## src/rtl/sprite_row_fetch_scheduler_if.sv

```systemverilog
// sprite_row_fetch_scheduler_if: sprite-memory read port and line-buffer write port
interface sprite_row_fetch_scheduler_if;
  logic        o_Mem_Read_En;
  logic [10:0] o_Mem_Read_Addr;
  logic [8:0]  i_Mem_Read_Data;
  logic        o_Lb_Write_En;
  logic [8:0]  o_Lb_Write_Addr;
  logic [8:0]  o_Lb_Write_Data;
  modport master (
    output o_Mem_Read_En, o_Mem_Read_Addr,
    input  i_Mem_Read_Data,
    output o_Lb_Write_En, o_Lb_Write_Addr, o_Lb_Write_Data
  );
  modport slave (
    input  o_Mem_Read_En, o_Mem_Read_Addr,
    output i_Mem_Read_Data,
    input  o_Lb_Write_En, o_Lb_Write_Addr, o_Lb_Write_Data
  );
endinterface

```

## src/rtl/sprite_row_fetch_scheduler.sv

```systemverilog
// sprite_row_fetch_scheduler: fetches hit sprite rows one scanline ahead into a double-buffered line buffer
module sprite_row_fetch_scheduler #(
  parameter int TILE_SIZE   = 32,
  parameter int NUM_SLOTS   = 5,
  parameter int MEM_LATENCY = 1
) (
  input  logic                     i_Clk,
  input  logic                     i_Reset,
  input  logic                     i_Line_Start,
  input  logic [9:0]               i_Next_Line,
  input  logic [10*NUM_SLOTS-1:0]  i_Sprite_X,
  input  logic [10*NUM_SLOTS-1:0]  i_Sprite_Y,
  input  logic [NUM_SLOTS-1:0]     i_Sprite_En,
  input  logic [NUM_SLOTS-1:0]     i_Slot_Table,
  sprite_row_fetch_scheduler_if.master bus,
  output logic                     o_Lb_Bank,
  output logic [NUM_SLOTS-1:0]     o_Slot_Valid,
  output logic [10*NUM_SLOTS-1:0]  o_Slot_X,
  output logic                     o_Busy,
  output logic                     o_Overrun
);
  localparam int CW = $clog2(TILE_SIZE);
  typedef enum logic [1:0] {IDLE, FETCH, DRAIN} state_t;
  state_t                    r_state, w_state_nx;
  logic [10*NUM_SLOTS-1:0]   r_x, r_slot_x;
  logic [NUM_SLOTS-1:0]      r_tab, r_hit, r_slot_valid, w_hit;
  logic [CW-1:0]             r_row [NUM_SLOTS];
  logic [CW-1:0]             w_row [NUM_SLOTS];
  logic [2:0]                r_slot, w_first, w_next;
  logic [CW-1:0]             r_col;
  logic                      r_bank, r_overrun, w_more, w_last, w_accept, w_rd, w_pend;
  logic [MEM_LATENCY-1:0]    r_pv, w_pv_sh;
  logic [2:0]                r_ps [MEM_LATENCY];
  logic [CW-1:0]             r_pc [MEM_LATENCY];
  assign w_accept = i_Line_Start && r_state == IDLE;
  assign w_rd     = r_state == FETCH;
  assign w_last   = r_col == CW'(TILE_SIZE - 1);
  assign w_pv_sh  = r_pv << 1;
  assign w_pend   = |w_pv_sh;
  // Hit test uses an 11-bit upper bound so sprites near Y=1023 do not wrap
  always_comb begin
    for (int k = 0; k < NUM_SLOTS; k++) begin
      w_hit[k] = i_Sprite_En[k]
              && ({1'b0, i_Next_Line} >= {1'b0, i_Sprite_Y[10*k +: 10]})
              && ({1'b0, i_Next_Line} < {1'b0, i_Sprite_Y[10*k +: 10]} + 11'(TILE_SIZE));
      w_row[k] = CW'(i_Next_Line - i_Sprite_Y[10*k +: 10]);
    end
  end
  // Priority encoders: lowest fresh hit, and next snapshot hit above the current slot
  always_comb begin
    w_first = '0;
    w_next  = '0;
    w_more  = 1'b0;
    for (int k = NUM_SLOTS - 1; k >= 0; k--) begin
      if (w_hit[k]) w_first = 3'(k);
      if (r_hit[k] && 3'(k) > r_slot) begin
        w_next = 3'(k);
        w_more = 1'b1;
      end
    end
  end
  // State register
  always_ff @(posedge i_Clk or posedge i_Reset)
    if (i_Reset) r_state <= IDLE;
    else         r_state <= w_state_nx;
  // Next-state logic; DRAIN leaves once only the in-flight write of this cycle remains
  always_comb begin
    w_state_nx = r_state == IDLE  ? (i_Line_Start ? (|w_hit ? FETCH : DRAIN) : IDLE)
               : r_state == FETCH ? ((w_last && !w_more) ? DRAIN : FETCH)
               : (w_pend ? DRAIN : IDLE);
  end
  // FSM outputs: read strobe/address during FETCH, busy outside IDLE
  always_comb begin
    o_Busy              = r_state != IDLE;
    bus.o_Mem_Read_En   = w_rd;
    bus.o_Mem_Read_Addr = w_rd ? {r_tab[r_slot], 10'({r_row[r_slot], r_col})} : '0;
  end
  // Snapshot on accepted line start, then walk slot/column through the fetch
  always_ff @(posedge i_Clk or posedge i_Reset)
    if (i_Reset) begin
      r_x          <= '0;
      r_tab        <= '0;
      r_hit        <= '0;
      r_slot_valid <= '0;
      r_slot_x     <= '0;
      r_bank       <= 1'b0;
      r_slot       <= '0;
      r_col        <= '0;
      for (int k = 0; k < NUM_SLOTS; k++) r_row[k] <= '0;
    end else if (w_accept) begin
      r_x          <= i_Sprite_X;
      r_tab        <= i_Slot_Table;
      r_hit        <= w_hit;
      r_slot_valid <= r_hit;
      r_slot_x     <= r_x;
      r_bank       <= ~r_bank;
      r_slot       <= w_first;
      r_col        <= '0;
      for (int k = 0; k < NUM_SLOTS; k++) r_row[k] <= w_row[k];
    end else if (w_rd) begin
      r_col <= r_col + CW'(1);
      if (w_last) r_slot <= w_next;
    end
  // Tag pipeline: {slot, col} travels alongside each read until its data returns
  always_ff @(posedge i_Clk or posedge i_Reset)
    if (i_Reset) begin
      r_pv <= '0;
      for (int i = 0; i < MEM_LATENCY; i++) begin
        r_ps[i] <= '0;
        r_pc[i] <= '0;
      end
    end else begin
      r_pv    <= w_pv_sh | MEM_LATENCY'(w_rd);
      r_ps[0] <= r_slot;
      r_pc[0] <= r_col;
      for (int i = MEM_LATENCY - 1; i > 0; i--) begin
        r_ps[i] <= r_ps[i-1];
        r_pc[i] <= r_pc[i-1];
      end
    end
  // Sticky overrun on any line start that cannot be accepted
  always_ff @(posedge i_Clk or posedge i_Reset)
    if (i_Reset) r_overrun <= 1'b0;
    else if (i_Line_Start && r_state != IDLE) r_overrun <= 1'b1;
  assign bus.o_Lb_Write_En   = r_pv[MEM_LATENCY-1];
  assign bus.o_Lb_Write_Addr = r_pv[MEM_LATENCY-1] ? {r_bank, r_ps[MEM_LATENCY-1], r_pc[MEM_LATENCY-1]} : '0;
  assign bus.o_Lb_Write_Data = r_pv[MEM_LATENCY-1] ? bus.i_Mem_Read_Data : '0;
  assign o_Lb_Bank    = r_bank;
  assign o_Slot_Valid = r_slot_valid;
  assign o_Slot_X     = r_slot_x;
  assign o_Overrun    = r_overrun;
endmodule
```

## src/flat_wrapper.sv

```systemverilog
// flat-port wrapper written by rule: the top's interface ports become plain ports
module sprite_row_fetch_scheduler_flat 
#(
  parameter int TILE_SIZE   = 32,
  parameter int NUM_SLOTS   = 5,
  parameter int MEM_LATENCY = 1
)
  (i_Clk, i_Reset, i_Line_Start, i_Next_Line, i_Sprite_X, i_Sprite_Y, i_Sprite_En, i_Slot_Table, o_Lb_Bank, o_Slot_Valid, o_Slot_X, o_Busy, o_Overrun, bus_o_Mem_Read_En, bus_o_Mem_Read_Addr, bus_i_Mem_Read_Data, bus_o_Lb_Write_En, bus_o_Lb_Write_Addr, bus_o_Lb_Write_Data);
  sprite_row_fetch_scheduler_if bus_i ();
  input  logic i_Clk;
  input  logic i_Reset;
  input  logic i_Line_Start;
  input  logic [9:0] i_Next_Line;
  input  logic [10*NUM_SLOTS-1:0] i_Sprite_X;
  input  logic [10*NUM_SLOTS-1:0] i_Sprite_Y;
  input  logic [NUM_SLOTS-1:0] i_Sprite_En;
  input  logic [NUM_SLOTS-1:0] i_Slot_Table;
  output logic o_Lb_Bank;
  output logic [NUM_SLOTS-1:0] o_Slot_Valid;
  output logic [10*NUM_SLOTS-1:0] o_Slot_X;
  output logic o_Busy;
  output logic o_Overrun;
  output wire logic [$bits(bus_i.o_Mem_Read_En)-1:0] bus_o_Mem_Read_En;
  output wire logic [$bits(bus_i.o_Mem_Read_Addr)-1:0] bus_o_Mem_Read_Addr;
  input wire logic [$bits(bus_i.i_Mem_Read_Data)-1:0] bus_i_Mem_Read_Data;
  output wire logic [$bits(bus_i.o_Lb_Write_En)-1:0] bus_o_Lb_Write_En;
  output wire logic [$bits(bus_i.o_Lb_Write_Addr)-1:0] bus_o_Lb_Write_Addr;
  output wire logic [$bits(bus_i.o_Lb_Write_Data)-1:0] bus_o_Lb_Write_Data;
  assign bus_o_Mem_Read_En = bus_i.o_Mem_Read_En;
  assign bus_o_Mem_Read_Addr = bus_i.o_Mem_Read_Addr;
  assign bus_i.i_Mem_Read_Data = bus_i_Mem_Read_Data;
  assign bus_o_Lb_Write_En = bus_i.o_Lb_Write_En;
  assign bus_o_Lb_Write_Addr = bus_i.o_Lb_Write_Addr;
  assign bus_o_Lb_Write_Data = bus_i.o_Lb_Write_Data;
  sprite_row_fetch_scheduler #(.TILE_SIZE(TILE_SIZE), .NUM_SLOTS(NUM_SLOTS), .MEM_LATENCY(MEM_LATENCY)) u_core (.i_Clk(i_Clk), .i_Reset(i_Reset), .i_Line_Start(i_Line_Start), .i_Next_Line(i_Next_Line), .i_Sprite_X(i_Sprite_X), .i_Sprite_Y(i_Sprite_Y), .i_Sprite_En(i_Sprite_En), .i_Slot_Table(i_Slot_Table), .bus(bus_i), .o_Lb_Bank(o_Lb_Bank), .o_Slot_Valid(o_Slot_Valid), .o_Slot_X(o_Slot_X), .o_Busy(o_Busy), .o_Overrun(o_Overrun));
endmodule
```

## config.mk

```make
export PLATFORM = sky130hd
export DESIGN_NAME = sprite_row_fetch_scheduler_flat
export DESIGN_NICKNAME = d
export VERILOG_FILES = /design/src/rtl/sprite_row_fetch_scheduler_if.sv /design/src/rtl/sprite_row_fetch_scheduler.sv /design/src/flat_wrapper.sv
export SDC_FILE = /design/constraint.sdc
export NUM_CORES = 1
export LEC_CHECK = 0
export ABC_AREA = 1
export BUFFER_PORTS_ARGS = -buffer_cell sky130_fd_sc_hd__buf_2
export CORE_ASPECT_RATIO = 0.9
export CORE_MARGIN = 2
export CORE_UTILIZATION = 56
export CTS_BUF_LIST = sky130_fd_sc_hd__clkbuf_8
export DETAILED_ROUTE_END_ITERATION = 8
export PLACE_DENSITY = 0.91
export SLEW_MARGIN = 10
export SYNTH_ARGS = -nofsm -noshare
export SYNTH_HDL_FRONTEND = slang
export SYNTH_SLANG_ARGS = --single-unit
```

## constraint.sdc

```tcl
create_clock -name i_Clk -period 8.4 [get_ports i_Clk]
set_input_delay 2.52 -clock i_Clk [delete_from_list [all_inputs] [get_ports i_Clk]]
set_output_delay 2.52 -clock i_Clk [all_outputs]
set_load 0.05 [all_outputs]
```

Word-level counts from Yosys, hierarchy flattened
Index checks and enable logic that the tools add are counted.
- $add $sub $neg: 11
- magnitude comparators: 17
- eq/ne operators: 2
- muxes and demuxes: 33
- bitwise operators: 2
- reduce and logical (&&, ||, !) cells: 25
- operators by type and width (cell ; number):
    10-bit by 6-bit adder with 11-bit output (second input constant) ; 5
    10-bit by 11-bit < comparator with 1-bit output ; 5
    10-bit >= comparator ; 5
    3-bit 2-to-1 mux ; 13
    5-bit subtractor ; 5
    5-bit 2-to-1 mux ; 4
    1-bit logical AND ; 18
    9-bit 2-to-1 mux ; 2
    5-bit binary-select mux with 3-bit select ; 1
    11-bit 2-to-1 mux ; 1
    2-bit 2-to-1 mux ; 5
    1-bit by 3-bit greater-than comparator with 1-bit output (first input constant) ; 2
    2-bit by 3-bit greater-than comparator with 1-bit output (first input constant) ; 2
    1-bit 2-to-1 mux ; 6
    2-bit nonzero test ; 3
    5-bit by 1-bit adder with 5-bit output (second input constant) ; 1
    5-bit equality test (second input constant) ; 1
    5-bit OR reduction ; 1
    4-bit >= comparator (second input constant) ; 1
    3-bit by 4-bit < comparator with 1-bit output (second input constant) ; 1
    3-bit inverter with 4-bit output ; 1
    1-bit binary-select mux with 3-bit select ; 1
    3-bit greater-than comparator (first input constant) ; 1
    2-bit by 1-bit equality test with 1-bit output (second input constant) ; 1
    other kinds (4) ; 4
- register bits after elaboration: 161
- input bits: 132
- word-level logic and storage cells: 108

Logic depth before layout (Yosys ltp)
- depth after elaboration: 12
- mapped depth: 16
- depth with buffers taken out: 16

Least setup slack after synthesis
Ideal clock, no wire load.
- kind: input to output
- start: input port bus_i_Mem_Read_Data[6]
- end: output port bus_o_Lb_Write_Data[6]
- arrival time: 2.877 ns
- data required time: 5.880 ns
- path slack: 3.003 ns
- stages on the path: 2
- buffers on the path: 0
- cells stage by stage: nand2_1 inv_1
- longest elaborated chain between the ends: 1
- ends and longest elaborated chain (element ; line ; source):
    from (decl) ; flat_wrapper.sv:25 ; input wire logic [$bits(bus_i.i_Mem_Read_Data)-1:0] bus_i_Mem_Read_Data;
    9-bit 2-to-1 mux ; sprite_row_fetch_scheduler.sv:127 ; assign bus.o_Lb_Write_Data = r_pv[MEM_LATENCY-1] ? bus.i_Mem_Read_Data : '0;
    to (decl) ; flat_wrapper.sv:28 ; output wire logic [$bits(bus_i.o_Lb_Write_Data)-1:0] bus_o_Lb_Write_Data;
No other way between the ends.

Final worst setup path
- start: input port bus_i_Mem_Read_Data[1]
- end: output port bus_o_Lb_Write_Data[1]
The elaborated chain is that of the path after synthesis.

==> impl_results.md <==
- Run status: finished, final reports clean
- Complex-gate fraction of the synthesized area: 9.85%
- Area share of the leading cell type in the synthesized netlist: 43.1%
- Capture instance of the worst register-to-register path: u_core.o_Slot_X[31]
- Setup crit start kind: input port
- Parity-gate share of the synthesized area counting xor and xnor cells: 2.53%
- Clock Tree Buf Depth: 2
- Core Area: 16200 um^2
- Cells resized by post-CTS repair: 0
- Die area: 17700 um^2
- Total I/O pin count: 221
- Clock sink count: 161
- Simple-gate portion of the synthesized area: 23.4%
- Max Fclk: 182 MHz
- Cell row count: 44
- Mux share of post-synthesis cell area: 0%
- FF+latch count, synth: 161
- Crit path to: bus_o_Lb_Write_Data[1]
- Wire length of the first global-routing pass: 35.8 mm
- Area used by sequential logic in the layout: 4030 um^2
- Min-Delay Startpoint: u_core.r_col[4]
- Number of warnings printed during yosys synthesis: 0
- Yosys cell types: 38
- Skew-Pair Late Insertion Delay: 0.43 ns
- Final layout net count: 1640
- Routed Wire Length: 21.6 mm
- Antenna Diode Count: 0
- CP max FO: 1
- Share of the core filled with cells: 67.4%
- Post-CTS setup buffer count: 0
- Input/output buffers: 220
- Setup Skew: 0.0133 ns
- Avg Cell Area, Syn: 7.68 um^2
- Transition time at the pin with the least slew margin: 0.926 ns
- R2R setup slack: 5.71 ns
- Die height: 127 um
- All-Layer GR Usage: 24.6%
- Clock H-tree levels: 4
- Drt initial violations: 613
- Arrival @ worst endpoint: 2.96 ns
- Starting density of the core: 57.6%
- Antenna-violating nets left: 0
- WL/cell: 13.2 um
- Number of hold buffers added after cts: 0
- Area added between synthesis and finish: 17.0%
- Leading cell type in the layout, fill and taps excluded: sky130_fd_sc_hd__nand2_1
- Drt pass-1 iters: 8
- Worst slew margin relative to its limit: 38.3%
- Via count of the first global-routing pass: 7934
- Total setup violations reported at the end of the flow: 0
- Total design power: 3.56 mW
- Die width: 140 um
- TritonCTS buffer count: 17
- CTS tree: done
- MaxCap Viol Count: 0
- Ratio of total power to cell area: 325 nW/um^2
- Worst setup slack after placement: 2.92 ns
- DRC violations left: 0
- Commonest non-fill, non-tap cells in the layout: sky130_fd_sc_hd__nand2_1 (401), sky130_fd_sc_hd__buf_2 (220), sky130_fd_sc_hd__inv_1 (178)
- GR Overflow Total: 0
- RSZ-0062 raised after global routing: no
- Required @ worst endpoint: 5.88 ns
- Multi-input combinational cell area: 4470 um^2
- Root buffer cell: sky130_fd_sc_hd__clkbuf_8
- Final-layout setup total negative slack: 0 ns
- Last weighted congestion value of the routability-driven placer: 0.877
- Final critical-path setup slack: 2.92 ns
- Share of the clock period used by the worst path: 65.2%
- Count of mapped cells out of synthesis: 1217
- Clock slew at the register clock pins of the worst setup and hold paths: 0.08 ns
- Origin of the critical flop-to-flop path: u_core.r_state[1]
- Final-report max-slew violation count: 0
- Clock period minus final worst setup slack: 5.48 ns
- HPWL after detailed placement: 16.4 mm
- Seq/Total Area, Yosys: 43.1%
- Hold Fails Final Rpt: 0
- Fillers: 1316
- Beginning of the critical path: bus_i_Mem_Read_Data[1]
- Peak supply drop: 0.140 mV
- Critical path class: input port to output pin
- Area share of fa/ha/maj cells after synthesis: 12.0%
- Hold_ws: 0.415 ns
- Post-synth net total: 1436
- Fraction of final layout cells sized beyond drive strength 1: 19.0%
- Worst min path class: register to register
- Via-to-Cell Ratio: 5.06
- Largest family of logic cells by synthesized area: simple AND/OR/NAND/NOR gates
- Maximum number of pins on one net before global-route repair: 101
- Cell type contributing the most total cell area after synthesis: sky130_fd_sc_hd__dfrtp_1
- Pleak: 6.39 nW
- Main area contributors after synthesis: sky130_fd_sc_hd__dfrtp_1 (43%), sky130_fd_sc_hd__nand2_1 (16%), sky130_fd_sc_hd__ha_1 (11%), sky130_fd_sc_hd__inv_1 (7.1%), sky130_fd_sc_hd__o21ai_0 (4.8%)
- Number of vias in the routed layout: 8296
- Post-synthesis cell area: 9350 um^2
- Initial antenna violation count: 0
- Worst setup EP type: output pin
- Number of cells on the worst reg-to-reg path: 7
## synth_stat cells
master,n
sky130_fd_sc_hd__buf_1,1
sky130_fd_sc_hd__ha_1,82
sky130_fd_sc_hd__nand2_1,401
sky130_fd_sc_hd__o31ai_1,1
sky130_fd_sc_hd__buf_2,11
sky130_fd_sc_hd__nor2_1,81
sky130_fd_sc_hd__and2_1,1
sky130_fd_sc_hd__nand3_2,1
sky130_fd_sc_hd__nand4_1,9
sky130_fd_sc_hd__a21o_1,12
sky130_fd_sc_hd__a31oi_1,2
sky130_fd_sc_hd__nor2_4,1
sky130_fd_sc_hd__a21boi_0,1
sky130_fd_sc_hd__dfrtp_1,161
sky130_fd_sc_hd__a21oi_2,1
sky130_fd_sc_hd__nand2_2,2
sky130_fd_sc_hd__o211ai_1,1
sky130_fd_sc_hd__xor2_1,17
sky130_fd_sc_hd__inv_1,178
sky130_fd_sc_hd__buf_4,1
sky130_fd_sc_hd__o21ai_1,22
sky130_fd_sc_hd__a21oi_1,29
sky130_fd_sc_hd__o22ai_1,6
sky130_fd_sc_hd__o21bai_1,2
sky130_fd_sc_hd__xnor2_1,10
sky130_fd_sc_hd__o21a_1,1
sky130_fd_sc_hd__a211oi_1,1
sky130_fd_sc_hd__nand3b_1,2
sky130_fd_sc_hd__o21ai_0,89
sky130_fd_sc_hd__clkbuf_1,25
sky130_fd_sc_hd__inv_2,6
sky130_fd_sc_hd__clkinv_1,1
sky130_fd_sc_hd__fa_1,5
sky130_fd_sc_hd__nand3_1,38
sky130_fd_sc_hd__nor3_1,7
sky130_fd_sc_hd__o2111ai_1,1
sky130_fd_sc_hd__nor2_2,6
sky130_fd_sc_hd__a2111oi_1,1
## state kept, by name, indices dropped and copies added, names as in the netlist, 5 cells and up
name,flops
u_core.r_x,50
u_core.o_Slot_X,50
u_core.o_Slot_Valid,5
u_core.r_hit,5
u_core.r_tab,5
u_core.r_row,25
u_core.r_pc,5
u_core.r_col,5
## metal layers
metal  part of all wire, %  global-route usage, %
met5                     0                      0
met2                    48                   42.1
met3                   6.9                   4.00
met1                    44                   32.8
met4                  0.88                   6.30
## how the worst min path moves through the flow
| stage | to | slack [ns] | cells past startpoint |
|---|---|---|---|
| global route | u_core.r_pc[4] | 0.43 | 0 |
| floorplan | u_core.r_ps[1] | 0.35 | 0 |
| global placement | u_core.r_pc[4] | 0.39 | 0 |
| CTS | u_core.r_pc[4] | 0.42 | 0 |
| finish | u_core.r_pc[4] | 0.42 | 0 |
| detailed placement | u_core.r_pc[4] | 0.40 | 0 |
## logic make-up (layout without fill, tap and decap cells)
kind of cell | Yosys count | in the layout
xor gates and xnor gates | 27 | 27
adders and majority gates | 87 | 87
buffers and inverters | 223 | 440
AOI/OAI and AO/OA | 170 | 170
and+or+nand+nor | 549 | 549
DFF | 161 | 161
## report_power, final
part           internal [mW]  switching, mW
clock network          0.216          0.293
registers               1.12          0.207
logic                  0.439           1.28
total                   1.78           1.78
## stage by stage
| step | cells | cell area, um^2 |
|---|---|---|
| 5_1_grt | 1641 | 10900 |
| 2_1_floorplan | 1217 | 9350 |
| 3_5_place_dp | 1609 | 10600 |
| 3_3_place_gp | 1609 | 10600 |
| 4_1_cts | 1641 | 10900 |
| 6_report | 1641 | 10900 |
## worst max-delay path, stage by stage
cell,delay (ns)
sky130_fd_sc_hd__buf_2,0.08
sky130_fd_sc_hd__nand2_1,0.04
sky130_fd_sc_hd__inv_1,0.07
sky130_fd_sc_hd__buf_2,0.25
## layout make-up
class                   instances  share of cell area (%)
multi-input cells             833                    40.9
well taps                     207                    2.37
inverters                     185                    6.42
clock inverters                14                   0.984
clock buffers                  18                    2.26
flip-flops and latches        161                    36.8
repair buffers                223                    10.3
No activity file was read; power rests on OpenSTA's default activity.
